File: config.mk
export PLATFORM = sky130hd
export DESIGN_NAME = imem_loader
export DESIGN_NICKNAME = d
export VERILOG_FILES = /design/src/rtl/imem_loader_pkg.sv /design/src/rtl/byte_assembler.sv /design/src/rtl/imem_loader.sv
export SDC_FILE = /design/constraint.sdc
export NUM_CORES = 1
export LEC_CHECK = 0
export CORE_AREA = 3 3 99 92
export CTS_CLUSTER_DIAMETER = 150
export DETAILED_ROUTE_END_ITERATION = 8
export DIE_AREA = 0 0 102 95
export SYNTH_ARGS = -nofsm -noshare
export SYNTH_HDL_FRONTEND = slang
export SYNTH_SLANG_ARGS = --single-unit
File: constraint.sdc
create_clock -name CLK -period 5.2 [get_ports CLK]
set_input_delay 0.52 -clock CLK [delete_from_list [all_inputs] [get_ports CLK]]
set_output_delay 0.52 -clock CLK [all_outputs]
set_load 0.01 [all_outputs]
File: src/rtl/imem_loader_pkg.sv
// Shared definitions for the instruction-memory loader: FSM states and word/byte geometry.
package imem_loader_pkg;

    localparam int unsigned BYTE_WIDTH     = 8;
    localparam int unsigned BYTES_PER_WORD = 4;
    localparam int unsigned WORD_WIDTH     = 32;

    typedef enum logic [1:0] {
        IDLE  = 2'd0,
        RECV  = 2'd1,
        WRITE = 2'd2,
        DONE  = 2'd3
    } state_e;

endpackage

File: src/rtl/byte_assembler.sv
// Big-endian byte-to-word shift register with a byte counter that wraps every four bytes.
module byte_assembler
    import imem_loader_pkg::*;
(
    input  logic                  clk,
    input  logic                  rst,
    input  logic                  clear,
    input  logic                  shiftEn,
    input  logic [BYTE_WIDTH-1:0] byteData,
    output logic [WORD_WIDTH-1:0] word,
    output logic                  wordComplete
);

    logic [WORD_WIDTH-1:0] shift_q, shift_d;
    logic [1:0]            cnt_q, cnt_d;

    always_comb begin
        shift_d = shift_q;
        cnt_d   = cnt_q;
        if (clear) begin
            shift_d = '0;
            cnt_d   = '0;
        end else if (shiftEn) begin
            shift_d = {shift_q[WORD_WIDTH-BYTE_WIDTH-1:0], byteData};
            cnt_d   = cnt_q + 2'd1;
        end
    end

    // Exposes the post-shift value so the 4th byte lands in the word on the same edge it is accepted.
    assign word         = shift_d;
    assign wordComplete = shiftEn && !clear && (cnt_q == 2'(BYTES_PER_WORD - 1));

    always_ff @(posedge clk or posedge rst) begin
        if (rst) begin
            shift_q <= '0;
            cnt_q   <= '0;
        end else begin
            shift_q <= shift_d;
            cnt_q   <= cnt_d;
        end
    end

endmodule

File: src/rtl/imem_loader.sv
// Loads a byte-streamed program into instruction memory one big-endian word at a time,
// holding the processor until the last word has been written.
module imem_loader
    import imem_loader_pkg::*;
#(
    parameter int unsigned ADDR_WIDTH = 5,
    parameter int unsigned DEPTH      = 2 ** ADDR_WIDTH
) (
    input  logic                  CLK,
    input  logic                  reset,
    input  logic                  start,
    input  logic [ADDR_WIDTH:0]   wordCount,
    input  logic                  byteValid,
    input  logic [BYTE_WIDTH-1:0] byteData,
    output logic                  byteReady,
    output logic                  writeEnable,
    output logic [ADDR_WIDTH-1:0] writeAddress,
    output logic [WORD_WIDTH-1:0] writeData,
    output logic                  cpuHold,
    output logic                  busy,
    output logic                  done,
    output logic                  error
);

    localparam logic [ADDR_WIDTH:0] DEPTH_W = (ADDR_WIDTH + 1)'(DEPTH);
    localparam logic [ADDR_WIDTH:0] ONE_W   = (ADDR_WIDTH + 1)'(1);

    state_e                state_q, state_d;
    logic [ADDR_WIDTH:0]   count_q, count_d;
    logic [ADDR_WIDTH-1:0] idx_q, idx_d;
    logic [ADDR_WIDTH-1:0] waddr_q, waddr_d;
    logic [WORD_WIDTH-1:0] wdata_q, wdata_d;
    logic                  rdy_q, rdy_d;
    logic                  we_q, we_d;
    logic                  busy_q, busy_d;
    logic                  done_q, done_d;
    logic                  err_q, err_d;

    logic                  xfer;
    logic                  clear;
    logic                  word_complete;
    logic [WORD_WIDTH-1:0] asm_word;
    logic [ADDR_WIDTH:0]   next_idx_ext;

    assign xfer         = byteValid && rdy_q;
    assign next_idx_ext = {1'b0, idx_q} + ONE_W;

    byte_assembler u_asm (
        .clk          (CLK),
        .rst          (reset),
        .clear        (clear),
        .shiftEn      (xfer),
        .byteData     (byteData),
        .word         (asm_word),
        .wordComplete (word_complete)
    );

    always_comb begin
        state_d = state_q;
        count_d = count_q;
        idx_d   = idx_q;
        waddr_d = waddr_q;
        wdata_d = wdata_q;
        err_d   = err_q;
        clear   = 1'b0;
        case (state_q)
            IDLE: begin
                if (start) begin
                    if (wordCount == '0 || wordCount > DEPTH_W) begin
                        err_d = 1'b1;
                    end else begin
                        err_d   = 1'b0;
                        count_d = wordCount;
                        idx_d   = '0;
                        clear   = 1'b1;
                        state_d = RECV;
                    end
                end
            end
            RECV: begin
                if (word_complete) begin
                    waddr_d = idx_q;
                    wdata_d = asm_word;
                    state_d = WRITE;
                end
            end
            WRITE: begin
                // Compare one bit wider than the index so a full-depth load terminates.
                if (next_idx_ext == count_q) begin
                    state_d = DONE;
                end else begin
                    idx_d   = next_idx_ext[ADDR_WIDTH-1:0];
                    state_d = RECV;
                end
            end
            DONE:    state_d = IDLE;
            default: state_d = IDLE;
        endcase

        rdy_d  = (state_d == RECV);
        we_d   = (state_d == WRITE);
        busy_d = (state_d != IDLE);
        done_d = (state_d == DONE);
    end

    always_ff @(posedge CLK or posedge reset) begin
        if (reset) begin
            state_q <= IDLE;
            count_q <= '0;
            idx_q   <= '0;
            waddr_q <= '0;
            wdata_q <= '0;
            rdy_q   <= 1'b0;
            we_q    <= 1'b0;
            busy_q  <= 1'b0;
            done_q  <= 1'b0;
            err_q   <= 1'b0;
        end else begin
            state_q <= state_d;
            count_q <= count_d;
            idx_q   <= idx_d;
            waddr_q <= waddr_d;
            wdata_q <= wdata_d;
            rdy_q   <= rdy_d;
            we_q    <= we_d;
            busy_q  <= busy_d;
            done_q  <= done_d;
            err_q   <= err_d;
        end
    end

    assign byteReady    = rdy_q;
    assign writeEnable  = we_q;
    assign writeAddress = waddr_q;
    assign writeData    = wdata_q;
    assign cpuHold      = busy_q;
    assign busy         = busy_q;
    assign done         = done_q;
    assign error        = err_q;

endmodule
==> metrics.md, run 1 <==
| Metric | Value |
|---|---|
| Max Freq | `0.405 GHz` |
| Width of the die | `~100 um` |
| PostCTS Resize Cnt | `0` |
| RSZ-0062 raised after global routing | `false` |
| Min-Delay Startpoint | `u_asm.shift_q[18]` |
| Area contributors post-synth | `dfrtp_1 61%, mux2_2 15%, a22o_1 6.6%` |
| Dpl cells | `376` |
| Post-synth ARST share | `1.00` |
| Layout cells sized above 1 | `0.235` |
| Overall routed net length | `6180 um` |
| Clock sinks | `just over 80` |
| Design Power | `2.21 mW` |
| Fill count | `~730` |
| DRT Pass-1 Iters | `4` |
| Area leader, netlist | `dfrtp_1` |
| CP required | `roughly 5400 ps` |
| Final Setup Violations | `0` |
| Total Routing Usage GR | `0.141` |
| VDD IR-drop max | `between 0.0002 and 0.00025 V` |
| Seq/Total Area, Yosys | `0.612` |
| Longest Clk Path Bufs | `2` |
| Ant diodes | `0` |
| Yosys Warn Count | `0` |
| Gp weighted congestion | `about 0.82` |
| Num CTS Buffers | `9` |
| Die H | `95 um` |
| Final Non-Filler Cells | `between 300 and 400` |
| Status | `finished clean` |
| Worst-path fanout max | `25` |
| Crit. End Element | `flip-flop` |
| Max_cap viols | `0` |
| First-pass GRT wire length | `between 10000 and 15000 um` |
| Endpoints failing hold | `0` |
| I/O pins | `between 60 and 70` |
| H-tree depth | `3` |
| Worst skew pair latency | `between 300 and 400 ps` |
| R2R Path Start | `idx_q[0]` |
| # Post-CTS Setup Buffers | `0` |
| Starting DRT DRC Count | `around 80` |
| CP Launch Type | `primary input` |
| Slew margin rel. | `0.279` |
| Worst hold path class | `reg2reg` |
| Top post-synthesis cells by count | `81 x dfrtp_1, 43 x mux2_2, 25 x a22o_1, 9 x nand3_1, 7 x buf_2` |
| Critical path class | `in2reg` |
| Row cnt | `31` |
| Global route overflow | `0` |
| Initial Utilization | `0.411` |
| Final period utilization | `0.475` |
| Initial antenna violation count | `0` |
| Most used DFF post-synth | `dfrtp_1` |
| Post-synthesis cell area | `3310 um^2` |
| Top-area cell type share of the netlist area | `0.612` |
| Worst endpoint data arrival time | `2700 ps` |
| Pwr/cell area | `~540 nW/um^2` |
| Reg-to-reg slack, setup | `slightly below 3000 ps` |
| Layout overhead on the synthesized area | `24.3%` |
| Flops & latches, synth | `a little over 80` |
| Leak | `between 1.5 and 2 nW` |
| Setup tns final | `0 ps` |
| Vias | `a little over 2000` |
| Clock root buffer | `clkbuf_8` |
| Vias in the first global route | `between 2000 and 2500` |
| Hold WS | `504 ps` |
| Largest net degree at the start of global routing | `50` |
| Vias per cell | `about 5.2` |
| Residual DRC | `0` |
| Reg2reg end | `idx_q[3]` |
| Pre-CTS WS | `roughly 2400 ps` |
| Setup ws final | `around 2700 ps` |
| Top-count cell post-synth | `dfrtp_1` |
| ANT nets after route | `0` |
| Clock-pin slew on the worst setup and hold paths | `80 ps` |
| Slew Viols, Final | `0` |
| Cts hold-fix bufs | `0` |
| Hold Crit Depth | `1` |
| Worst Tran Pin Value | `1080 ps` |
| EDFF count, synth | `0` |
| Synth cell types | `36` |
| Core area | `roughly 8100 um^2` |
| Worst r2r path cells | `6` |
| CTS tree | `done` |
| Skew final | `9.96 ps` |
| Die area | `between 9000 and 10000 um^2` |
| Synth Area per Inst | `approximately 14 um^2` |
| Worst min-delay path endpoint | `u_asm.shift_q[18]` |
| Min Tclk post-route | `approximately 2500 ps` |
| Cells after synthesis | `about 230` |
| Nets | `about 300` |
| Syn Nets | `roughly 250` |
| HPWL after DPL | `between 4000 and 5000 um` |
| WL per Instance | `roughly 16 um` |
| Port Buffers | `60` |
-- power by group --
group	switching (mW)	internal, mW	total, mW
Clock	0.218	0.220	0.437
Sequential	0.165	0.869	1.03
Combinational	0.299	0.436	0.735
-- layout make-up --
cell class              instances  area (um^2)  area share
clock buffers                  10          128      0.0310
flip-flops and latches         81         2030       0.492
inverters                       3         12.5     0.00304
well taps                      99          124      0.0301
multi-input cells             132         1160       0.282
clock inverters                 6         58.8      0.0143
repair buffers                 61          608       0.148
-- cells in the final DEF (no fill, tap or decap), drive strengths merged --
master / instances
dfrtp: 81
nor3: 3
buf: 1
nor2b: 2
nand2b: 3
and3: 1
nand3b: 1
a21oi: 3
inv: 2
clkdlybuf4s50: 60
o41ai: 1
nand2: 5
clkbuf: 10
mux2: 43
and2: 1
or3: 2
o211ai: 2
ha: 2
a22o: 25
a31oi: 4
clkinv: 6
bufinv: 1
nand3: 10
o21ai: 5
xor2: 6
or4: 2
o22ai: 2
xnor2: 4
nor2: 5
-- through the flow --
stage,utilization,cell area (um^2)
CTS,0.511,4120
floorplan,-,3310
global route,0.511,4120
global placement,0.487,3930
finish,0.511,4120
detailed placement,0.487,3930
-- how the worst max path moves through the flow --
stage	from	to	slack, ps	cells after the start
floorplan	reset	busy	2600	1
global placement	wordCount[1]	u_asm.cnt_q[1]	2410	7
detailed placement	wordCount[1]	u_asm.shift_q[21]	2360	7
CTS	wordCount[1]	u_asm.shift_q[21]	2740	7
global route	wordCount[1]	u_asm.cnt_q[1]	2610	7
finish	wordCount[1]	u_asm.shift_q[21]	2730	7
-- sequential cells by signal, summed over array words and instances, names as in the netlist --
register and cells:
count_q 6, writeEnable 1, busy 1, writeAddress 5, error 1, u_asm.cnt_q 2
state_q 2, u_asm.shift_q 24, idx_q 5, byteReady 1, writeData 32, done 1
-- logic make-up after synthesis --
logic type | share of synthesized area
flip-flops | 0.612
XOR/XNOR | 0.0287
adder cells (fa/ha/maj) | 0.00755
buffers and inverters | 0.0400
AND/OR/NAND/NOR | 0.0604
AO/OA/AOI/OAI | 0.105
multiplexers | 0.146
-- worst max-delay path, cell delays in order --
cell and delay [ps]:
clkdlybuf4s50_1 420, or4_4 550, nor2_4 110, xnor2_2 180
nand3_2 350, and2_4 350, a22o_1 210
-- layer usage --
metal,routed length (um),up-vias,global-route usage
li1,-,951,-
met1,2850,1033,0.192
met2,2990,45,0.212
met3,226,10,0.0428
met4,112,0,0.0525
met5,0,-,0
(Power assumes the default switching activity.)
==> run 2, diff against run 1 <==
Clock period 5.2 ns to 2.3 ns, I/O delays scaled along.
==> metrics.md, run 2 (same netlist as run 1, synthesis figures left out) <==
| Metric | Value |
|---|---|
| Status | `finished clean` |
| Worst hold path class | `in2async` |
| Vias per cell | `5.09` |
| Sequential power share | `0.450` |
| Min Tclk post-route | `between 2000 and 2500 ps` |
| Worst Tran Pin Value | `between 500 and 600 ps` |
| HPWL after DPL | `a little over 4000 um` |
| Final Cell Area | `about 4200 um^2` |
| CP startpoint | `idx_q[0]` |
| Clock sinks | `81` |
| Leading cell types in the layout, fill and taps excluded | `81 x dfrtp_1, 60 x clkdlybuf4s50_1, 43 x mux2_2` |
| Vias in the first global route | `roughly 2100` |
| PostCTS Resize Cnt | `0` |
| CP Launch Type | `flip-flop` |
| Placed cell area | `around 4000 um^2` |
| Sw frac | `0.300` |
| Skew final | `9.74 ps` |
| Initial Utilization | `0.411` |
| CTS tree | `done` |
| Critical path class | `reg2reg` |
| Port Buffers | `60` |
| Fill count | `between 700 and 800` |
| R2R Path Start | `idx_q[0]` |
| Total Routing Usage GR | `0.138` |
| Layout overhead on the synthesized area | `27.9%` |
| First-pass GRT wire length | `10300 um` |
| Final period utilization | `0.884` |
| Starting DRT DRC Count | `45` |
| RSZ-0062 raised after global routing | `false` |
| Clock root buffer | `clkbuf_8` |
| Worst endpoint data arrival time | `~2300 ps` |
| CP max stage cell | `or4_1` |
| Largest net degree at the start of global routing | `41` |
| Nets | `roughly 310` |
| Endpoints failing hold | `0` |
| Num CTS Buffers | `9` |
| Worst-path fanout max | `7` |
| Slew margin rel. | `0.604` |
| Pwr/cell area | `~1200 nW/um^2` |
| Core area | `around 8000 um^2` |
| Gp weighted congestion | `between 0.7 and 0.8` |
| # Post-CTS Setup Buffers | `0` |
| Residual DRC | `0` |
| Row cnt | `31` |
| WL per Instance | `between 15 and 20 um` |
| Ant diodes | `0` |
| Cts hold-fix bufs | `0` |
| Crit. End Element | `flip-flop` |
| VDD IR-drop max | `0.000566 V` |
| CP cell instances | `ha_1 > xnor2_1 > o211ai_1 > or4_1 > o22ai_2 > nor2b_1` |
| Leak | `about 1.9 nW` |
| Reg-to-reg slack, setup | `around 270 ps` |
| H-tree depth | `3` |
| NetSw | `~1.6 mW` |
| Final Setup Violations | `0` |
| ANT nets after route | `0` |
| CP required | `around 2500 ps` |
| Pre-CTS WS | `around 55 ps` |
| Pint | `roughly 3.6 mW` |
| Longest Clk Path Bufs | `2` |
| Vias | `between 2000 and 2500` |
| I/O pins | `61` |
| Max_cap viols | `0` |
| Clock-pin slew on the worst setup and hold paths | `~90 ps` |
| Largest register FFs | `32` |
| Clock network power share | `0.222` |
| Combinational power share | `0.328` |
| Die H | `95 um` |
| DRT Pass-1 Iters | `4` |
| Initial antenna violation count | `0` |
| Setup ws final | `approximately 270 ps` |
| Global route overflow | `0` |
| Worst skew pair latency | `340 ps` |
| Most common cell after layout, fill and taps aside | `dfrtp_1` |
| Slew Viols, Final | `0` |
| Layout cells sized above 1 | `0.252` |
| Width of the die | `~100 um` |
| Overall routed net length | `a little over 6000 um` |
| Max Freq | `approximately 0.5 GHz` |
| Die area | `approximately 9700 um^2` |
| Critical Path Max Stage Delay | `roughly 530 ps` |
| Setup tns final | `0 ps` |
==> run 2: final timing paths <==
path / to / cells after the start
setup / recovery: byteReady / 6
hold / removal: writeData[15] / 2
setup reg to reg: byteReady / 6
max in group asynchronous: u_asm.shift_q[12] / 3
min in group CLK: u_asm.shift_q[23] / 1
hold reg to reg: u_asm.shift_q[23] / 1
==> run 2: layout make-up <==
class | instances | area [um^2] | share of cell area
flip-flops and latches | 81 | 2030 | 0.478
multi-input cells | 132 | 1160 | 0.274
repair buffers | 66 | 683 | 0.161
clock buffers | 10 | 138 | 0.0325
well taps | 99 | 124 | 0.0292
clock inverters | 6 | 90.1 | 0.0213
inverters | 3 | 15.0 | 0.00354
==> run 2: metal layers <==
metal  up-vias  wire, um  track usage
met5         -         0            0
met4         0        53       0.0393
met3         5       254       0.0428
met2        43      3010        0.216
met1      1006      2790        0.184
li1        968         -            -
==> run 2: per-stage QoR <==
stage / hold WS, ps / util / std cells / total power, mW
floorplan: 327 / - / 233 / 3.36
global placement: 482 / 0.497 / 381 / 4.05
detailed placement: 481 / 0.497 / 381 / 4.10
CTS: 302 / 0.525 / 397 / 5.28
global route: 322 / 0.525 / 397 / 5.55
finish: 298 / 0.525 / 397 / 5.19
==> run 2: critical path: cells and delay by family, from the launching register on <==
family,cells,cell delay [ps]
xor gates and xnor gates,1,140
AOI/OAI and AO/OA,2,350
adders and majority gates,1,360
DFF,1,460
and+or+nand+nor,2,600
==> run 2: power groups by stage <==
stage / clock network [mW] / registers [mW] / logic, mW
after CTS: 1.20 / 2.34 / 1.73
after global placement: 0 / 2.35 / 1.70
after detailed placement: 0 / 2.37 / 1.73
final: 1.15 / 2.34 / 1.70
after global routing: 1.26 / 2.42 / 1.87
after floorplan: 0 / 2.38 / 0.974
==> edit, RTL diff (config.mk and constraints of run 1) <==
`ADDR_WIDTH`: 5 -> 4.
--- a/src/rtl/imem_loader.sv
+++ b/src/rtl/imem_loader.sv
@@ -4,5 +4,5 @@
     import imem_loader_pkg::*;
 #(
-    parameter int unsigned ADDR_WIDTH = 5,
+    parameter int unsigned ADDR_WIDTH = 4,
     parameter int unsigned DEPTH      = 2 ** ADDR_WIDTH
 ) (
Ports: changed (resized wordCount and writeAddress); port bits go from 61 to 59. The function was not compared with the original's and may differ.
==> edit against run 1 <==
Final area down 1.2%. Total power up 6.9%. Sequential power about the same. Wire length down 1.7%. Worst setup slack worse by 0.089 ns. Largest cell class unchanged. Critical path depth down 1. Area after synthesis down 4.6%. Sequential cell count down 3.
==> edit: results (changes against run 1) <==
[run_status]
run_status=finished clean

[clock_tree]
clock_latency_ns=0.35
cts_htree_levels=3  ; unchanged
cts_root_buffer=clkbuf_8

[grt]
use_met1_pct=20.3  ; +1.1 points
track_usage_pct=14.1  ; +0.062 points
grt_pass1_wl_mm=10.6  ; +1.3%
grt_util_met2_pct=20.6  ; -0.60 points
grt_max_degree=79  ; +58%
grtUsageMet3_pct=3.03  ; -1.3 points
antenna_found_initial=0  ; unchanged
grt_pass1_vias=2131  ; +4.5%

[cells_and_area]
largest_reg_flops=32  ; unchanged
fill_cells=743  ; +2.2%
final_net_count=337  ; +9.4%
drive_gt1_share_pct=20.4  ; -3.1 points
diodes=0  ; unchanged

[worst_setup_path]
worstPathMaxFanout=38  ; +52%
reg2reg_depth=5  ; -1
r2r_end=writeData[2]
max_stage_delay_ns=0.78  ; +0.23 ns
ff2ff_setup_slack_ns=2.90  ; about the same
regToRegStartpoint=byteReady
worst_path_max_delay_cell=nor2_4

[yosys]
yosys_warnings=0  ; unchanged
synthXorXnorAreaFrac_pct=1.94  ; -0.93 points
syn_nets=282  ; +11%
synth_cell_types=32  ; -11%
synthMuxAreaShare_pct=15.3  ; +0.66 points
yosys.area_share.adder_pct=0.791  ; +0.036 points
netlist_top_cells_area=dfrtp_1 (62%), mux2_2 (15%), nand2_1 (6.4%)
synth-compound-area-share_pct=6.49  ; -4.0 points
synth_commonest_cells=dfrtp_1 (78), nand2_1 (54), mux2_2 (42)
synth_seq_area_share_pct=61.7  ; +0.56 points

[placed_design]
place_hpwl_mm=3.98  ; -4.0%
port_buffers=58  ; -3.3%
gp_congestion=0.747  ; -9.1%

[routing]
drtIter0Drc=91  ; +11%
num_vias=2061  ; +1.1%
wirelength_mm=6.08  ; -1.7%

[sta]
worst_pin_slew_ns=1.03  ; -0.0510 ns
fin_worst_skew_ns=0.00797  ; -0.00199 ns
hold_slack_ns=0.509  ; +0.00591 ns

[hold_path]
hold_depth=1  ; unchanged
worstHoldStart=writeData[19]
hold_end=writeData[19]

[power]
peakVddDrop_uv=232  ; +8.6%
switchingPower_w=0.000711  ; +4.3%
power_sequential_w=0.00103  ; about the same
p_leak_nw=1.83  ; +0.11%
powerComb_w=0.000766  ; +4.2%

==> edit: cell families after synthesis <==
kind of cell,Yosys count
XOR/XNOR,7
buffers and inverters,17
AO/OA/AOI/OAI,37
adder cells (fa/ha/maj),2
multiplexers,43
flip-flops,78
AND/OR/NAND/NOR,79
==> edit: metal layers <==
metal  up-vias  part of all wire, %
met5         -                    0
met4         0                  2.0
met3        12                  3.6
met2        52                   45
met1       997                   49
li1       1000                    -
==> edit: metrics by stage <==
stage	area (sq um)	utilization, %	cells	setup slack, ns	total power, W
5_1_grt	4070	50.4	422	2.46	0.00253
2_1_floorplan	3160	-	263	2.68	0.00144
4_1_cts	4070	50.4	422	2.60	0.00239
3_3_place_gp	3820	47.3	406	2.24	0.00180
3_5_place_dp	3820	47.3	406	2.23	0.00182
6_report	4070	50.4	422	2.64	0.00236
==> edit: critical path, delay by kind of cell <==
family | cells | cell delay [ns]
AND/OR/NAND/NOR | 3 | 1.06
buffers and inverters | 2 | 0.75
multiplexers | 1 | 0.42
==> edit: final cells by class <==
| type | instances | share of cell area [%] |
|---|---|---|
| clock buffers | 10 | 3.38 |
| flip-flops and latches | 78 | 48.0 |
| inverters | 1 | 0.123 |
| repair buffers | 60 | 14.6 |
| multi-input cells | 168 | 28.0 |
| well taps | 99 | 3.04 |
| clock inverters | 6 | 2.83 |
==> edit: worst max path at each step <==
| stage | startpoint | to | slack, ns | cells past startpoint |
|---|---|---|---|---|
| 5_1_grt | byteValid | writeData[29] | 2.46 | 6 |
| 4_1_cts | byteValid | writeData[21] | 2.60 | 6 |
| 3_3_place_gp | byteValid | writeData[26] | 2.24 | 6 |
| 6_report | byteValid | writeData[2] | 2.64 | 6 |
| 3_5_place_dp | byteValid | writeData[2] | 2.23 | 6 |
| 2_1_floorplan | reset | busy | 2.68 | 1 |
